File: config.mk
export PLATFORM = sky130hd
export DESIGN_NAME = spectrum_line_feeder
export DESIGN_NICKNAME = d
export VERILOG_FILES = /design/src/rtl/fftpga_pkg.sv /design/src/rtl/mag_approx.sv /design/src/rtl/spectrum_line_feeder.sv
export SDC_FILE = /design/constraint.sdc
export NUM_CORES = 1
export LEC_CHECK = 0
export CORE_ASPECT_RATIO = 1.75
export CORE_MARGIN = 2
export CORE_UTILIZATION = 55
export DETAILED_ROUTE_END_ITERATION = 8
export GPL_TIMING_DRIVEN = 0
export PLACE_DENSITY = 0.68
export RECOVER_POWER = 50
export SYNTH_ARGS = -nofsm -noshare
export SYNTH_HDL_FRONTEND = slang
export SYNTH_SLANG_ARGS = --single-unit
export TNS_END_PERCENT = 100
File: constraint.sdc
create_clock -name lcd_clk -period 10.7 [get_ports lcd_clk]
set_clock_uncertainty 0.05 [all_clocks]
set_input_delay 1.07 -clock lcd_clk [delete_from_list [all_inputs] [get_ports lcd_clk]]
set_output_delay 1.07 -clock lcd_clk [all_outputs]
set_load 0.01 [all_outputs]
File: src/rtl/fftpga_pkg.sv
// fftpga_pkg: shared sizes, write-FSM states and saturating abs helper for the FFT display path
package fftpga_pkg;
    localparam int N_BINS = 64;
    localparam int H_LCD_DISP = 480;
    localparam int BIN_W = 16;
    localparam int LEN_W = 16;
    typedef enum logic {IDLE, FILL} wr_state_t;
    function automatic logic [BIN_W-1:0] sat_abs(input logic signed [BIN_W-1:0] x);
        return !x[BIN_W-1] ? x :
               (x == {1'b1, {(BIN_W-1){1'b0}}}) ? {1'b0, {(BIN_W-1){1'b1}}} : BIN_W'(-x);
    endfunction
endpackage

File: src/rtl/mag_approx.sv
// mag_approx: two-stage |re|,|im| -> max+min/2 -> shift -> clamp pipeline with frame sideband
module mag_approx
    import fftpga_pkg::*;
#(
    parameter int MAG_SHIFT = 6,
    parameter int LEN_MAX = fftpga_pkg::H_LCD_DISP - 1
) (
    input  logic                    clk,
    input  logic                    rst_n,
    input  logic                    valid,
    input  logic                    sop,
    input  logic                    eop,
    input  logic signed [BIN_W-1:0] re,
    input  logic signed [BIN_W-1:0] im,
    output logic                    len_valid,
    output logic                    len_sop,
    output logic                    len_eop,
    output logic [LEN_W-1:0]        len
);
    logic [BIN_W-1:0] a, b, mx, mn;
    logic [BIN_W:0] mag, sh;
    logic s1_valid, s1_sop, s1_eop;
    assign mx = (a > b) ? a : b;
    assign mn = (a > b) ? b : a;
    assign mag = {1'b0, mx} + {2'b0, mn[BIN_W-1:1]};
    assign sh = mag >> MAG_SHIFT;
    always_ff @(posedge clk or negedge rst_n) begin
        if (!rst_n) begin
            {s1_valid, s1_sop, s1_eop} <= '0;
            {len_valid, len_sop, len_eop} <= '0;
            a <= '0;
            b <= '0;
            len <= '0;
        end else begin
            {s1_valid, s1_sop, s1_eop} <= {valid, valid & sop, valid & eop};
            a <= sat_abs(re);
            b <= sat_abs(im);
            {len_valid, len_sop, len_eop} <= {s1_valid, s1_sop, s1_eop};
            len <= (sh > (BIN_W+1)'(LEN_MAX)) ? LEN_W'(LEN_MAX) : LEN_W'(sh);
        end
    end
endmodule

File: src/rtl/spectrum_line_feeder.sv
// spectrum_line_feeder: ping-pong buffer of per-line bar lengths between FFT and LCD renderer.
// Banks swap only at frame sync, so a displayed frame never tears.
module spectrum_line_feeder
    import fftpga_pkg::*;
#(
    parameter int N_BINS = fftpga_pkg::N_BINS,
    parameter int H_LCD_DISP = fftpga_pkg::H_LCD_DISP,
    parameter int MAG_SHIFT = 6
) (
    input  logic                    lcd_clk,
    input  logic                    sys_rst,
    input  logic                    fft_valid,
    input  logic                    fft_sop,
    input  logic                    fft_eop,
    input  logic signed [BIN_W-1:0] fft_re,
    input  logic signed [BIN_W-1:0] fft_im,
    input  logic                    frame_sync,
    input  logic                    wr_over,
    output logic [6:0]              line_cnt,
    output logic [LEN_W-1:0]        line_length,
    output logic                    frame_drop
);
    localparam int AW = $clog2(N_BINS);
    localparam logic [6:0] LAST_BIN = 7'(2*N_BINS - 1);
    localparam logic [6:0] LAST_LINE = 7'(N_BINS - 1);
    logic p_valid, p_sop, p_eop;
    logic [LEN_W-1:0] p_len;
    logic [LEN_W-1:0] mem [2*N_BINS];
    wr_state_t state, state_nx;
    logic [6:0] bin_idx, cur_idx;
    logic wr_bank, rd_bank, ready, shown, ready_nx, drop_nx, active, swap, wr_en;

    mag_approx #(.MAG_SHIFT(MAG_SHIFT), .LEN_MAX(H_LCD_DISP - 1)) u_mag (
        .clk(lcd_clk), .rst_n(sys_rst),
        .valid(fft_valid), .sop(fft_sop), .eop(fft_eop), .re(fft_re), .im(fft_im),
        .len_valid(p_valid), .len_sop(p_sop), .len_eop(p_eop), .len(p_len)
    );

    assign swap = frame_sync & ready;
    assign wr_en = active & (cur_idx < 7'(N_BINS));

    // The FSM follows the pipeline output, so index and data stay aligned.
    always_comb begin
        cur_idx = p_sop ? '0 : bin_idx;
        active = p_valid & (p_sop | (state == FILL));
        state_nx = active ? (p_eop ? IDLE : FILL) : state;
        drop_nx = active & ((p_sop & (state == FILL)) | (p_eop & (cur_idx != LAST_BIN)));
        ready_nx = (swap | (active & p_sop)) ? 1'b0 : ready;
        if (active & p_eop & (cur_idx == LAST_BIN))
            ready_nx = 1'b1;
    end

    always_ff @(posedge lcd_clk or negedge sys_rst) begin
        if (!sys_rst) begin
            state <= IDLE;
            bin_idx <= '0;
            ready <= 1'b0;
            frame_drop <= 1'b0;
            wr_bank <= 1'b0;
            rd_bank <= 1'b1;
            shown <= 1'b0;
            line_cnt <= '0;
            line_length <= '0;
        end else begin
            state <= state_nx;
            bin_idx <= active ? cur_idx + 7'd1 : bin_idx;
            ready <= ready_nx;
            frame_drop <= drop_nx;
            wr_bank <= swap ? ~wr_bank : wr_bank;
            rd_bank <= swap ? wr_bank : rd_bank;
            shown <= shown | swap;
            line_cnt <= frame_sync ? '0 : (wr_over && line_cnt != LAST_LINE) ? line_cnt + 7'd1 : line_cnt;
            line_length <= shown ? mem[{rd_bank, line_cnt[AW-1:0]}] : '0;
        end
    end

    always_ff @(posedge lcd_clk)
        if (wr_en)
            mem[{wr_bank, cur_idx[AW-1:0]}] <= p_len;
endmodule

==> results of run 1 <==
report_power, final:
group          leakage, nW  internal, mW  total, mW  switching (mW)
Sequential            13.5          7.19       7.49           0.305
Clock                 2.10          2.65       4.74            2.10
Combinational         4.37         0.504       1.68            1.17
area by class of cell:
cell class | count | area (sq um)
Sequential cell | 1488 | 44300
Multi-Input combinational cell | 1067 | 13900
Clock buffer | 171 | 3650
Timing Repair Buffer | 67 | 583
Fill cell | 7104 | 40700
Inverter | 29 | 109
Buffer | 145 | 564
Tap cell | 1360 | 1700
Clock inverter | 64 | 624
Antenna cell | 1 | 2.50
metal layers:
metal | global-route usage [%] | part of all wire, % | vias up
li1 | - | - | 11728
met1 | 31.3 | 34 | 15008
met2 | 49.0 | 54 | 1157
met3 | 4.52 | 5.7 | 312
met4 | 15.1 | 6.4 | 0
met5 | 0 | 0 | -
state kept, by name, indices dropped and copies added (netlist names):
| signal | flops |
|---|---|
| u_mag.a | 16 |
| rd_bank | 1 |
| u_mag.s1_sop | 1 |
| u_mag.len | 11 |
| u_mag.len_valid | 1 |
| mem | 1408 |
| ready | 1 |
| frame_drop | 1 |
| u_mag.len_eop | 1 |
| line_length | 11 |
| state | 1 |
| u_mag.s1_eop | 1 |
| shown | 1 |
| bin_idx | 7 |
| u_mag.len_sop | 1 |
| u_mag.s1_valid | 1 |
| line_cnt | 7 |
| wr_bank | 1 |
| u_mag.b | 16 |
Yosys cell counts (10+ instances only):
cell type | n | area, sq um
sky130_fd_sc_hd__clkbuf_1 | 104 | 390
sky130_fd_sc_hd__inv_1 | 29 | 109
sky130_fd_sc_hd__buf_1 | 35 | 131
sky130_fd_sc_hd__nor3_1 | 13 | 65.1
sky130_fd_sc_hd__dfrtp_1 | 79 | 1980
sky130_fd_sc_hd__mux2_2 | 15 | 169
sky130_fd_sc_hd__xor2_1 | 24 | 210
sky130_fd_sc_hd__mux2i_1 | 14 | 140
sky130_fd_sc_hd__a21oi_1 | 26 | 130
sky130_fd_sc_hd__nor2b_1 | 19 | 119
sky130_fd_sc_hd__mux4_2 | 462 | 10400
sky130_fd_sc_hd__o21ai_0 | 45 | 225
sky130_fd_sc_hd__nand4_1 | 10 | 62.6
sky130_fd_sc_hd__nand3_1 | 22 | 110
sky130_fd_sc_hd__or3_1 | 12 | 75.1
sky130_fd_sc_hd__nor2_1 | 158 | 593
sky130_fd_sc_hd__ha_1 | 34 | 425
sky130_fd_sc_hd__nand2_1 | 103 | 387
sky130_fd_sc_hd__edfxtp_1 | 1408 | 42300
worst min path at each step:
stage	to	cells after the start	slack, ns	startpoint
after global placement	u_mag.len_valid$_DFF_PN0_	0	0.29	u_mag.s1_valid$_DFF_PN0_
final	u_mag.len_sop$_DFF_PN0_	0	0.30	u_mag.s1_sop$_DFF_PN0_
after CTS	frame_drop$_DFF_PN0_	1	0.19	sys_rst
after global routing	u_mag.len_sop$_DFF_PN0_	0	0.31	u_mag.s1_sop$_DFF_PN0_
after detailed placement	u_mag.len_sop$_DFF_PN0_	0	0.29	u_mag.s1_sop$_DFF_PN0_
after floorplan	u_mag.len_eop$_DFF_PN0_	0	0.28	u_mag.s1_eop$_DFF_PN0_
per-stage QoR:
step	utilization [%]	setup slack [ns]	power, mW
floorplan	-	6.07	8.37
global placement	57.6	4.94	9.22
detailed placement	58.0	4.88	9.29
CTS	62.0	4.85	14.0
global route	61.7	4.41	14.3
finish	61.7	4.89	13.9
critical path, cell delays in order, from the launching register on:
cell and delay, ns:
sky130_fd_sc_hd__dfrtp_1 0.45, sky130_fd_sc_hd__inv_1 0.09, sky130_fd_sc_hd__ha_1 0.31, sky130_fd_sc_hd__nand4_2 0.18, sky130_fd_sc_hd__nor4_1 0.41, sky130_fd_sc_hd__o21ai_1 0.18
sky130_fd_sc_hd__a31oi_4 0.41, sky130_fd_sc_hd__clkbuf_1 0.58, sky130_fd_sc_hd__mux2_2 0.41, sky130_fd_sc_hd__ha_1 0.28, sky130_fd_sc_hd__clkbuf_1 0.30, sky130_fd_sc_hd__and3_1 0.28
sky130_fd_sc_hd__nand2_1 0.07, sky130_fd_sc_hd__a21oi_1 0.18, sky130_fd_sc_hd__o311a_1 0.30, sky130_fd_sc_hd__nor3_1 0.07, sky130_fd_sc_hd__or4_1 0.59, sky130_fd_sc_hd__o41a_1 0.51
sky130_fd_sc_hd__nand2_1 0.12
layout by cell type, fill, tap and decap left out, types with 12 or more instances in the layout:
cell type | Yosys | layout
sky130_fd_sc_hd__buf_1 | 35 | 35
sky130_fd_sc_hd__inv_1 | 29 | 29
sky130_fd_sc_hd__nor3_1 | 13 | 13
sky130_fd_sc_hd__a21oi_1 | 26 | 26
sky130_fd_sc_hd__ha_1 | 34 | 34
sky130_fd_sc_hd__clkinv_1 | 0 | 17
sky130_fd_sc_hd__clkdlybuf4s50_1 | 0 | 52
sky130_fd_sc_hd__clkinv_2 | 0 | 17
sky130_fd_sc_hd__dfrtp_1 | 79 | 79
sky130_fd_sc_hd__nand2_1 | 103 | 103
sky130_fd_sc_hd__o21ai_0 | 45 | 45
sky130_fd_sc_hd__edfxtp_1 | 1408 | 1408
sky130_fd_sc_hd__nor2_1 | 158 | 158
sky130_fd_sc_hd__clkbuf_16 | 0 | 138
sky130_fd_sc_hd__clkbuf_1 | 104 | 144
sky130_fd_sc_hd__mux2i_1 | 14 | 14
sky130_fd_sc_hd__mux4_2 | 462 | 462
sky130_fd_sc_hd__or3_1 | 12 | 12
sky130_fd_sc_hd__nor2b_1 | 19 | 19
sky130_fd_sc_hd__xor2_1 | 24 | 24
sky130_fd_sc_hd__mux2_2 | 15 | 15
sky130_fd_sc_hd__inv_6 | 0 | 12
sky130_fd_sc_hd__nand3_1 | 22 | 22
cells by family after synthesis:
logic type,synth area share [%]
DFF,75.2
muxes,18.2
and+or+nand+nor,2.88
buffers and inverters,1.14
AOI/OAI and AO/OA,1.36
adders and majority gates,0.722
xor gates and xnor gates,0.461
other,0.00637
==> impl_results.rst, run 1 <==
.. list-table::
   :header-rows: 1

   * - Metric
     - Value
   * - Run status
     - complete, but fails checks
   * - Violated checks
     - capacitance limit, slew limit
   * - Clock tree from TritonCTS
     - built
   * - Clock sink count
     - between 1000 and 1500
   * - Maximum vdd drop
     - around 0.18 mV
   * - Vias in the first global route
     - ~30000
   * - Syn Std Cell Area
     - 58900 sq um
   * - Number of antenna violations at the first check in global routing
     - 3
   * - First-pass iteration count of the detailed router
     - 5
   * - Endpoints failing hold
     - 0
   * - Combined global-route utilization of all metal layers
     - between 20% and 30%
   * - Starting Density
     - 55.5%
   * - Final routed wire length divided by cell count
     - between 30 and 40 um
   * - DR vias
     - 28205
   * - Setup violations, final
     - 0
   * - Commonest register cell after synthesis
     - sky130_fd_sc_hd__edfxtp_1
   * - Vertical die dimension
     - 437 um
   * - Root buf cell
     - sky130_fd_sc_hd__clkbuf_16
   * - Cell variety after synth
     - 55
   * - Clk slew on worst S/H paths
     - 0.07 ns
   * - Worst setup slack for register-to-register paths
     - roughly 4.9 ns
   * - Number of enable-type register cells in the synthesized netlist
     - 1408
   * - Worst-Margin Slew
     - ~4.7 ns
   * - Final min period
     - between 5 and 6 ns
   * - Depth of the worst register-to-register path
     - 18
   * - Critical path startpoint
     - u_mag.b[14]$_DFF_PN0_
   * - Worst R2R Start
     - u_mag.b[14]$_DFF_PN0_
   * - Final Routed Wirelength
     - 146 mm
   * - Critical Path AT
     - between 6 and 7 ns
   * - Routability congestion estimate from global placement
     - ~0.92
   * - Vias per Instance
     - about 6.4
   * - Seq cells post-synth
     - roughly 1500
   * - Largest net degree at the start of global routing
     - between 90 and 100
   * - Total setup buffers inserted after CTS
     - 0
   * - IO Count
     - 63
   * - Worst min path class
     - register to register
   * - Post-detailed-placement half-perimeter wirelength
     - about 100 mm
   * - CP endpoint
     - u_mag.len[4]$_DFF_PN0_
   * - Worst-path fanout max
     - 10
   * - Placement Cell Area
     - just over 60000 sq um
   * - Sort of element at the end of the critical path
     - register
   * - Detailed router's first-iteration violation count
     - about 2800
   * - Inst Count DP
     - approximately 4200
   * - First-pass GRT wire length
     - 210 mm
   * - Row Count
     - 158
   * - Maximum root-to-sink buffer count
     - 3
   * - Layout overhead on the synthesized area
     - 11.2%
   * - Async set-or-reset flop fraction in the synthesized netlist
     - between 5 and 6%
   * - Post-cts hold buffer count
     - 0
   * - Seq/Total Area, Yosys
     - 75.2%
   * - Required time worst endpoint
     - between 10 and 15 ns
   * - Setup repair after global routing missed its margin
     - false
   * - Gate Count Post-Synth
     - 2723
   * - Period Utilization, post-route
     - between 50% and 60%
   * - Core region area
     - between 100000 and 150000 sq um
   * - Die footprint
     - between 100000 and 150000 sq um
   * - Share of cells above drive strength 1
     - a little under a quarter
   * - Final slew viol count
     - 1378
   * - Max transition margin
     - -213%
   * - Sum of negative setup slack
     - 0 ns
   * - Worst hold slack
     - roughly 0.3 ns
   * - Total grt overflow
     - 0
   * - Number of buffer cells added on primary ports
     - 54
   * - Post-cts sizing count
     - 0
   * - Power density cells
     - approximately 210 nW/um^2
   * - Startpoint type of the worst setup path
     - register
   * - Mean cell area of the mapped netlist
     - around 22 sq um
   * - Number of buffers created by CTS
     - around 130
   * - Deepest level of the CTS H-tree
     - 4
   * - Count of yosys warnings during synthesis
     - 0
   * - Remaining DRCs
     - 0
   * - Die Width
     - ~250 um
   * - Clock latency reported for the late side of the worst-skew pair
     - slightly below 0.8 ns
   * - Max-cap violations
     - 21
   * - Category of the most critical setup path
     - register to register
   * - Total non-filler cell area in the finished layout
     - approximately 65000 sq um
   * - Final cell count without fillers
     - 4392
   * - Leakage power summed over all cells
     - 20.0 nW
   * - Achievable frequency
     - 0.172 GHz
   * - Number of nets in the finished design
     - 3004
   * - Number of nets with antenna violations after routing
     - 0
   * - Capture point of the worst reg-to-reg path
     - u_mag.len[4]$_DFF_PN0_
(Power assumes the default switching activity.)
==> inputs of run 2 (changes only) <==
clock period = 5.47 ns   (was 10.7 ns; I/O delays follow)
==> run 2 against run 1 <==
Effect of this change: the flow still finishes with violations (capacitance limit, slew limit); combinational power increased by 96%; highest routed layer unchanged; critical path type unchanged; flip-flop and latch count unchanged; clock power increased by 96%; final area increased by 0.15%; sequential power increased by 95%; via count increased by 0.20%; global-route usage about the same.
==> impl_results.rst, run 2 (synthesis gave the netlist of run 1 again) <==
.. list-table::
   :header-rows: 1

   * - Metric
     - Value
   * - Run status
     - complete, but fails checks
   * - Violated checks
     - capacitance limit, slew limit
   * - Worst slack at placement
     - -0.351 ns (-5.23 ns)
   * - Vertical die dimension
     - 437 um (unchanged)
   * - Maximum vdd drop
     - 0.348 mV (+95%)
   * - Commonest cells after routing, fill and taps aside
     - sky130_fd_sc_hd__edfxtp_1 (1408), sky130_fd_sc_hd__mux4_2 (462), sky130_fd_sc_hd__nor2_1 (158)
   * - Clk slew on worst S/H paths
     - 0.07 ns (about the same)
   * - Max transition margin
     - -119% (+94 points)
   * - Number of nets in the finished design
     - 3008 (+0.13%)
   * - Worst-path fanout max
     - 10 (unchanged)
   * - Achievable frequency
     - 0.191 GHz (+11%)
   * - Total grt overflow
     - 0 (unchanged)
   * - Final cell count without fillers
     - 4397 (+0.11%)
   * - Final Routed Wirelength
     - 146 mm (about the same)
   * - IO Count
     - 63 (unchanged)
   * - Worst setup slack for register-to-register paths
     - 0.23 ns (-4.66 ns)
   * - Power density cells
     - 415 nW/um^2 (+95%)
   * - Maximum root-to-sink buffer count
     - 3 (unchanged)
   * - Final slew viol count
     - 1272 (-7.7%)
   * - Share of cells above drive strength 1
     - 23.0% (+0.46 points)
   * - Leading cell type in the layout, fill and taps excluded
     - sky130_fd_sc_hd__edfxtp_1
   * - Layout overhead on the synthesized area
     - 11.3%
   * - Root buf cell
     - sky130_fd_sc_hd__clkbuf_16
   * - Inst Count DP
     - 4156 (unchanged)
   * - Clock tree from TritonCTS
     - built
   * - Worst min path class
     - primary input to register
   * - DR vias
     - 28261 (+0.20%)
   * - First-pass iteration count of the detailed router
     - 5 (unchanged)
   * - Clock latency reported for the late side of the worst-skew pair
     - 0.76 ns (about the same)
   * - Number of nets with antenna violations after routing
     - 0 (unchanged)
   * - Vias in the first global route
     - 29979 (+0.090%)
   * - Period Utilization, post-route
     - 95.8% (+41 points)
   * - Number of buffers created by CTS
     - 133 (unchanged)
   * - Max-cap violations
     - 19 (-9.5%)
   * - Die Width
     - 251 um (unchanged)
   * - Clock sink count
     - 1488 (unchanged)
   * - Die footprint
     - 110000 sq um (unchanged)
   * - First-pass GRT wire length
     - 210 mm (about the same)
   * - Number of flip-flops under the largest register name
     - 1408 (unchanged)
   * - Row Count
     - 158 (unchanged)
   * - Worst-Margin Slew
     - 3.29 ns (-1.41 ns)
   * - Required time worst endpoint
     - 6.11 ns (-5.23 ns)
   * - Startpoint type of the worst setup path
     - register
   * - Leakage power summed over all cells
     - 20.1 nW (+0.35%)
   * - Core region area
     - 106000 sq um (unchanged)
   * - Routability congestion estimate from global placement
     - 0.917 (unchanged)
   * - Setup violations, final
     - 0 (unchanged)
   * - Detailed router's first-iteration violation count
     - 2917 (+4.7%)
   * - Number of antenna violations at the first check in global routing
     - 3 (unchanged)
   * - Largest net degree at the start of global routing
     - 93 (unchanged)
   * - Final min period
     - 5.24 ns (-0.571 ns)
   * - Remaining DRCs
     - 0 (unchanged)
   * - Deepest level of the CTS H-tree
     - 4 (unchanged)
   * - Vias per Instance
     - 6.43 (about the same)
   * - Final routed wire length divided by cell count
     - 33.3 um (about the same)
   * - PnR worst setup slack
     - 0.229 ns (-4.66 ns)
   * - Starting Density
     - 55.5% (unchanged)
   * - Endpoints failing hold
     - 0 (unchanged)
   * - Category of the most critical setup path
     - register to register
   * - Sort of element at the end of the critical path
     - register
   * - Number of buffer cells added on primary ports
     - 54 (unchanged)
   * - Combined global-route utilization of all metal layers
     - 27.4% (about the same)
   * - Critical Path AT
     - 5.88 ns (-0.58 ns)
   * - Post-detailed-placement half-perimeter wirelength
     - 99.5 mm (unchanged)
   * - Overall Power
     - 27.2 mW (+96%)
   * - Setup repair after global routing missed its margin
     - false
==> run 2: cell count changes in the layout (fill, tap and decap cells not counted), sizes merged <==
cell	delta
clkdlybuf4s25	+3
dlygate4sd3	+1
buf	+4
clkbuf	-4
diode	+1
==> run 2: worst paths after layout <==
path	from	end	depth (start not counted)
setup / recovery	u_mag.b[14]$_DFF_PN0_	u_mag.len[4]$_DFF_PN0_	18
hold / removal	fft_re[15]	u_mag.a[15]$_DFF_PN0_	3
setup reg to reg	u_mag.b[14]$_DFF_PN0_	u_mag.len[4]$_DFF_PN0_	18
hold reg to reg	u_mag.s1_sop$_DFF_PN0_	u_mag.len_sop$_DFF_PN0_	0
max in group asynchronous	sys_rst	line_cnt[1]$_DFFE_PN0P_	2
min in group asynchronous	sys_rst	frame_drop$_DFF_PN0_	2
==> run 2: metrics by stage <==
stage          util (%)  TNS [ns]  instance area [sq um]  hold slack (ns)
6_report           61.8         0                  65600            0.175
5_1_grt            61.8         0                  65600            0.198
4_1_cts            62.0         0                  65900            0.146
3_5_place_dp       58.0     -1.71                  61500            0.288
3_3_place_gp       57.6     -1.38                  61100            0.291
2_1_floorplan         -         0                  58900            0.201
==> run 2: routing by layer <==
metal	wire [um]	vias to the layer above	part of all wire (%)	GRT usage, %
met4	9340	0	6.4	15.1
met2	78800	1172	54	49.0
met3	8470	318	5.8	4.52
met1	49700	15033	34	31.3
met5	0	-	0	0
li1	-	11738	-	-
==> run 2: what timing repair did <==
item,in CTS,in global routing
buffers inserted,4,0
pin swaps,1,0
gates resized for setup,2,5
cloned,0,0
endpoints found under the hold margin,25,0
hold buffers,1,0
setup endpoints to repair,6,5
==> run 2: cell type report <==
cell class	count	area (sq um)
Antenna cell	2	5.00
Buffer	144	567
Clock buffer	171	3650
Clock inverter	64	624
Fill cell	7090	40600
Inverter	29	109
Multi-Input combinational cell	1067	14000
Sequential cell	1488	44300
Tap cell	1360	1700
Timing Repair Buffer	72	673
==> run 2: power breakdown <==
| part | switching, mW | internal [mW] |
|---|---|---|
| logic | 2.29 | 1.00 |
| clock network | 4.11 | 5.17 |
| registers | 0.602 | 14.0 |
==> run 2: worst max-delay path: stages, from the launching register on <==
cell                        delay, ns
sky130_fd_sc_hd__dfrtp_1         0.44
sky130_fd_sc_hd__inv_1           0.09
sky130_fd_sc_hd__ha_1            0.31
sky130_fd_sc_hd__nand4_2         0.19
sky130_fd_sc_hd__nor3_1          0.38
sky130_fd_sc_hd__a2111oi_4       0.14
sky130_fd_sc_hd__a31oi_4         0.24
sky130_fd_sc_hd__clkbuf_4        0.29
sky130_fd_sc_hd__mux2_2          0.36
sky130_fd_sc_hd__ha_1            0.28
sky130_fd_sc_hd__clkbuf_1        0.30
sky130_fd_sc_hd__and3_1          0.28
sky130_fd_sc_hd__nand2_1         0.07
sky130_fd_sc_hd__a21oi_1         0.17
sky130_fd_sc_hd__o311a_1         0.30
sky130_fd_sc_hd__nor3_1          0.07
sky130_fd_sc_hd__or4_1           0.58
sky130_fd_sc_hd__o41a_1          0.51
sky130_fd_sc_hd__nand2_1         0.12
